## src/rtl/muldiv_seq.sv

```systemverilog
// Iterative unsigned MUL/MULHU/DIVU/REMU sequencer.
// Borrows an external 32-bit adder_sub, one add or subtract per cycle.
module muldiv_seq #(
  parameter int XLEN  = 32,
  parameter int CNT_W = 5
) (
  input  logic            clk,
  input  logic            rst_n,
  input  logic            start,
  input  logic [1:0]      op,
  input  logic [XLEN-1:0] operand_a,
  input  logic [XLEN-1:0] operand_b,
  input  logic            abort,
  output logic            busy,
  output logic            done,
  output logic [XLEN-1:0] result,
  output logic [XLEN-1:0] add_a,
  output logic [XLEN-1:0] add_b,
  output logic            add_mode,
  input  logic [XLEN-1:0] add_result,
  input  logic            add_cout
);

  typedef enum logic [1:0] {
    S_IDLE,
    S_RUN,
    S_DONE
  } state_e;

  localparam logic [CNT_W-1:0] LAST = CNT_W'(XLEN - 1);

  state_e          state_q, state_d;
  logic [CNT_W-1:0] cnt_q, cnt_d;
  logic [1:0]      op_q, op_d;
  // hi: product high half / partial remainder
  // lo: product low half (multiplier) / quotient (dividend)
  // opb: multiplicand / divisor
  logic [XLEN-1:0] hi_q, hi_d;
  logic [XLEN-1:0] lo_q, lo_d;
  logic [XLEN-1:0] opb_q, opb_d;
  logic [XLEN-1:0] res_q, res_d;

  logic            is_div;
  logic            qbit;
  logic [XLEN-1:0] div_a;

  assign is_div = op_q[1];
  assign div_a  = {hi_q[XLEN-2:0], lo_q[XLEN-1]};
  // Top bit set means the shifted remainder exceeds any divisor.
  assign qbit   = hi_q[XLEN-1] | add_cout;

  assign busy   = (state_q != S_IDLE);
  assign done   = (state_q == S_DONE);
  assign result = res_q;

  // Adder operands: driven only while iterating, zero otherwise
  always_comb begin
    add_a    = '0;
    add_b    = '0;
    add_mode = 1'b0;
    if (state_q == S_RUN) begin
      add_a    = is_div ? div_a : hi_q;
      add_b    = opb_q;
      add_mode = is_div;
    end
  end

  // Next-state and datapath update for one iteration
  always_comb begin
    state_d = state_q;
    cnt_d   = cnt_q;
    op_d    = op_q;
    hi_d    = hi_q;
    lo_d    = lo_q;
    opb_d   = opb_q;
    res_d   = res_q;
    unique case (state_q)
      S_IDLE: begin
        if (start) begin
          state_d = S_RUN;
          cnt_d   = '0;
          op_d    = op;
          hi_d    = '0;
          lo_d    = op[1] ? operand_a : operand_b;
          opb_d   = op[1] ? operand_b : operand_a;
        end
      end
      S_RUN: begin
        if (abort) begin
          state_d = S_IDLE;
        end else begin
          cnt_d = cnt_q + 1'b1;
          if (is_div) begin
            hi_d = qbit ? add_result : div_a;
            lo_d = {lo_q[XLEN-2:0], qbit};
          end else if (lo_q[0]) begin
            hi_d = {add_cout, add_result[XLEN-1:1]};
            lo_d = {add_result[0], lo_q[XLEN-1:1]};
          end else begin
            hi_d = {1'b0, hi_q[XLEN-1:1]};
            lo_d = {hi_q[0], lo_q[XLEN-1:1]};
          end
          if (cnt_q == LAST) begin
            state_d = S_DONE;
            res_d   = op_q[0] ? hi_d : lo_d;
          end
        end
      end
      S_DONE: begin
        state_d = S_IDLE;
      end
      default: begin
        state_d = S_IDLE;
      end
    endcase
  end

  // State and datapath registers
  always_ff @(posedge clk or negedge rst_n) begin
    if (!rst_n) begin
      state_q <= S_IDLE;
      cnt_q   <= '0;
      op_q    <= '0;
      hi_q    <= '0;
      lo_q    <= '0;
      opb_q   <= '0;
      res_q   <= '0;
    end else begin
      state_q <= state_d;
      cnt_q   <= cnt_d;
      op_q    <= op_d;
      hi_q    <= hi_d;
      lo_q    <= lo_d;
      opb_q   <= opb_d;
      res_q   <= res_d;
    end
  end

endmodule

```

## config.mk

```make
export PLATFORM = sky130hd
export DESIGN_NAME = muldiv_seq
export DESIGN_NICKNAME = d
export VERILOG_FILES = /design/src/rtl/muldiv_seq.sv
export SDC_FILE = /design/constraint.sdc
export NUM_CORES = 1
export LEC_CHECK = 0
export BUFFER_PORTS_ARGS = -buffer_cell sky130_fd_sc_hd__buf_2
export CELL_PAD_IN_SITES_DETAIL_PLACEMENT = 0
export CELL_PAD_IN_SITES_GLOBAL_PLACEMENT = 1
export CORE_UTILIZATION = 45
export DETAILED_ROUTE_END_ITERATION = 16
export PLACE_DENSITY = 0.93
export REMOVE_ABC_BUFFERS = 1
export SYNTH_ARGS = -nofsm -noshare
export SYNTH_HDL_FRONTEND = slang
export SYNTH_SLANG_ARGS = --single-unit
```

## constraint.sdc

```tcl
create_clock -name clk -period 3.9 [get_ports clk]
set_input_delay 0.78 -clock clk [delete_from_list [all_inputs] [get_ports clk]]
set_output_delay 0.78 -clock clk [all_outputs]
set_load 0.02 [all_outputs]
```

# [After elaboration in Yosys (flattened, before gate mapping)]
# Index checks and enable logic that the tools add are counted.
[word_totals] word_cells=48 out_inout_bits=99 reg_bits=137
[op_classes] bitwise=2 n_mux=25 add_sub_neg=1 reduce_logical=7 eq_ne=6
[op_table] op="two-way mux 32 bit" count=15
[op_table] op="case mux 32 bit (2 select lines)" count=2
[op_table] op="two-way mux 5 bit" count=2
[op_table] op="case mux 5 bit (2 select lines)" count=1
[op_table] op="two-way mux 2 bit" count=3
[op_table] op="AND reduction 3 bit" count=2
[op_table] op="adder 5 x 1 -> 5 bit, second input constant" count=1
[op_table] op="equality test 5 bit, second input constant" count=1
[op_table] op="!= test 2 bit, second input constant" count=2
[op_table] op="case mux 2 bit (2 select lines)" count=1
[op_table] op="AND reduction 2 bit" count=2
[op_table] op="nonzero test 2 bit" count=2
[op_table] op="!= test 3 x 2 -> 1 bit, second input constant" count=1
[op_table] op="equality test 2 x 1 -> 1 bit, second input constant" count=1
[op_table] op="equality test 2 bit, second input constant" count=1
[op_table] op="zero test 2 bit" count=1
[op_table] op="two-way mux 1 bit" count=1
[op_table] op="inverter 1 bit" count=1
[op_table] op="OR 1 bit" count=1

# [Longest topological paths before layout]
[depth] ltp_word=5 depth_mapped=8 mapped_depth_nobuf=6

# [Worst setup path after synthesis]
# OpenSTA, ideal clock, no wires.
[synth_path] path_type="register -> output" startpoint="register op_q[1]" endpoint="output add_a[10]" stages_incl_launch_ff=6 arrival_ns=1.301 path_buffers=3 setup_slack_ns=1.819 path_cell_list="dfrtp_1 -> buf_2 -> buf_2 -> buf_2 -> mux2i_1 -> nor2_1"
[synth_between] elab_chain_len=2
[synth_rtl] item="start, declared" line="34" source="logic [1:0] op_q, op_d;"
[synth_rtl] item="start signal, assigned" line="131" source="op_q <= op_d;"
[synth_rtl] item="two-way mux 32 bit" line="62" source="add_a = is_div ? div_a : hi_q;"
[synth_rtl] item="two-way mux 32 bit" line="61" source="if (state_q == S_RUN) begin"
[synth_rtl] item="end, declared" line="17" source="output logic [XLEN-1:0] add_a,"
# Every way passes these cells.

# [Worst setup path after layout]
[layout_path] startpoint="register state_q[1]" endpoint="output add_a[28]"
[layout_between] elab_chain_len=2
[layout_rtl] item="start, declared" line="32" source="state_e state_q, state_d;"
[layout_rtl] item="start signal, assigned" line="129" source="state_q <= state_d;"
[layout_rtl] item="equality test 2 x 1 -> 1 bit" line="61"
[layout_rtl] item="two-way mux 32 bit" line="61"
# Every way passes these cells.

==> impl_metrics.ini <==
[outcome]
status = completed

[worst_setup_path]
critPathKind = flop to primary output
end_kind = primary output
reg2reg_depth = 4
crit_fanout = 17
cp-start-kind = flop
arrival_ps = 2350
critPathRequiredTime_ps = 3120
r2r_start = op_q[1]$_DFFE_PN0P_
r2r-end = result[19]$_DFFE_PN0P_
r2r_slack_ps = 1190

[floorplan]
start_util_pct = 46.7
core_sq_mm = 0.0182
die_y_um = 139
rows = 49
fp.dieW_um = 139
pin_count = 202
floorplan.die_area_sq_mm = 0.0194

[global_route]
grt_pass1_vias = 7162
antenna_found_initial = 0
grt_pass1_wl_um = 37700
grt_use_total_pct = 24.7
grt_max_degree = 84
gr-total-overflow = 0

[cells_and_area]
filler_cell_count = 1686
final_cell_mix = buf_2, mux2i_1, dfrtp_1
seq_area_sq_mm = 0.00343
nNetsFinal = 1127
antenna_cells = 0
fin_area_sq_mm = 0.0100
multi_input_comb_area_sq_mm = 0.00462
synthToLayoutAreaGrowth_pct = 18.0
final_common_cell = buf_2
drive_above_1_share_pct = 30.1

[timing]
max_freq_mhz = 319
slew-limit-headroom_pct = 26.1
drv_slew = 0
setup_violations = 0
worstMarginPinSlew_ps = 1110
tns_ps = 0
layout_setup_ws_ps = 769
rsz0062_at_grt = false
hold_viol = 0
fin_skew_ps = 8.33
finalCritPeriodShare_pct = 80.3
holdWs_ps = 401
min_period_ps = 3130

[synth]
synth_async_sr_flop_share_pct = 100
synth_seq_cells = 137
ys.warnings.count = 0
avgSynthCellArea_sq_um = 9.80
synth.distinct_cells = 43
ys.flop_type = dfrtp_1
syn_inst = 867
synth.cell_area_sq_mm = 0.00850
synth_edf_count = 0
synth-seq-area-share_pct = 40.3

[power_and_ir_drop]
leakagePower_nw = 5.16
worst_ir_drop_vdd_mv = 0.338
power.density_mw_per_mm2 = 538
power.total_mw = 5.39

[flow_run]
drv_cap = 0

[routing]
drt-initial-drc-count = 395
drcViolationCount = 0
avgRoutedWirePerCell_um = 18.5
viasPerCell = 5.72
vias = 7207
drt-total-wl_um = 23300
drt_first_pass_iters = 5
ant_nets = 0

[cts]
ctsLongestPathBuffers = 2
postCtsHoldBufs = 0
clock_sink_count = 137
cts_resized = 0
postCtsSetupRepairBufs = 0
cts_tree = done
cts_buffers = 17
insertion_delay_ps = 430
clockRootBuffer = clkbuf_16
htreeDepth = 4
clkTransAtPathRegs_ps = 50

[worst_hold_path]
hp-class = input pin to async pin

[placement]
dp_hpwl_um = 15400
place_ws_ps = 874
place_area_sq_mm = 0.00951
place_congestion = 0.795
place.port_buffers = 201
## logic make-up (layout without fill, tap and decap cells)
kind of cell | Yosys count | in the layout | share of synthesized area, %
buf+inv | 84 | 249 | 5.43
flops | 137 | 137 | 40.3
fa+ha+maj | 2 | 2 | 0.294
compound gates | 211 | 211 | 18.9
simple gates | 246 | 246 | 12.6
mux | 185 | 185 | 22.2
xor+xnor | 2 | 2 | 0.206
## synth_stat cells (2+ instances only)
library cell	number	area share, %
a211oi_1	2	0.18
a21o_1	2	0.18
a21oi_1	35	2.1
a221oi_1	5	0.52
a221oi_2	26	4.6
a22o_1	32	3.3
a31oi_1	2	0.15
and2_1	32	2.4
and3_1	2	0.15
buf_1	2	0.088
buf_2	39	2.3
buf_4	5	0.44
buf_6	10	1.3
clkbuf_1	23	1.0
dfrtp_1	137	40
ha_1	2	0.29
inv_1	3	0.13
mux2_2	31	4.1
mux2i_1	154	18
nand2_1	101	4.5
nor2_1	95	4.2
nor2b_1	4	0.29
nor3b_2	2	0.29
o211ai_1	2	0.18
o21ai_0	68	4.0
o221ai_1	29	3.0
o22ai_1	4	0.29
or3b_1	2	0.21
xor2_1	2	0.21
## routing by layer
layer	GRT usage [%]	vias to the layer above	share of wire (%)
li1	-	3454	-
met3	4.78	26	5.5
met5	0	-	0
met2	40.9	232	47
met1	32.8	3495	46
met4	7.43	0	1.3
## worst max-delay path, stage by stage (launching register included)
cell	delay (ps)
dfrtp_1	480
nand2b_1	580
buf_4	420
nor2_1	230
buf_2	210
## sequential cells by signal (all words and copies together), names as in the netlist
name,count
hi_q,32
cnt_q,5
state_q,2
result,32
lo_q,32
op_q,2
opb_q,32
## power by group
| part | internal, mW | total (mW) | leakage (nW) | switching [mW] |
|---|---|---|---|---|
| clock | 0.864 | 1.45 | 0.259 | 0.589 |
| sequential | 1.71 | 2.09 | 1.77 | 0.379 |
| combinational | 0.807 | 1.85 | 3.13 | 1.04 |
## metrics by stage
step | utilization [%] | std cells
floorplan | - | 787
global placement | 52.2 | 1232
detailed placement | 52.2 | 1232
CTS | 55.1 | 1261
global route | 55.1 | 1261
finish | 55.1 | 1261
## final cells by class
cell class,count,share of cell area [%]
well taps,229,2.86
multi-input cells,646,46.1
clock buffers,25,4.94
flip-flops and latches,137,34.2
repair buffers,216,11.5
clock inverters,4,0.200
inverters,4,0.150
## how the worst max path moves through the flow
| stage | from | endpoint | slack [ps] |
|---|---|---|---|
| finish | state_q[1]$_DFFE_PN0P_ | add_a[28] | 770 |
| global placement | abort | result[4]$_DFFE_PN0P_ | 970 |
| global route | state_q[1]$_DFFE_PN0P_ | add_a[28] | 630 |
| floorplan | op_q[1]$_DFFE_PN0P_ | result[1]$_DFFE_PN0P_ | -940 |
| detailed placement | abort | result[3]$_DFFE_PN0P_ | 870 |
| CTS | state_q[1]$_DFFE_PN0P_ | add_a[28] | 750 |
Power figures use the tool's default switching activity.
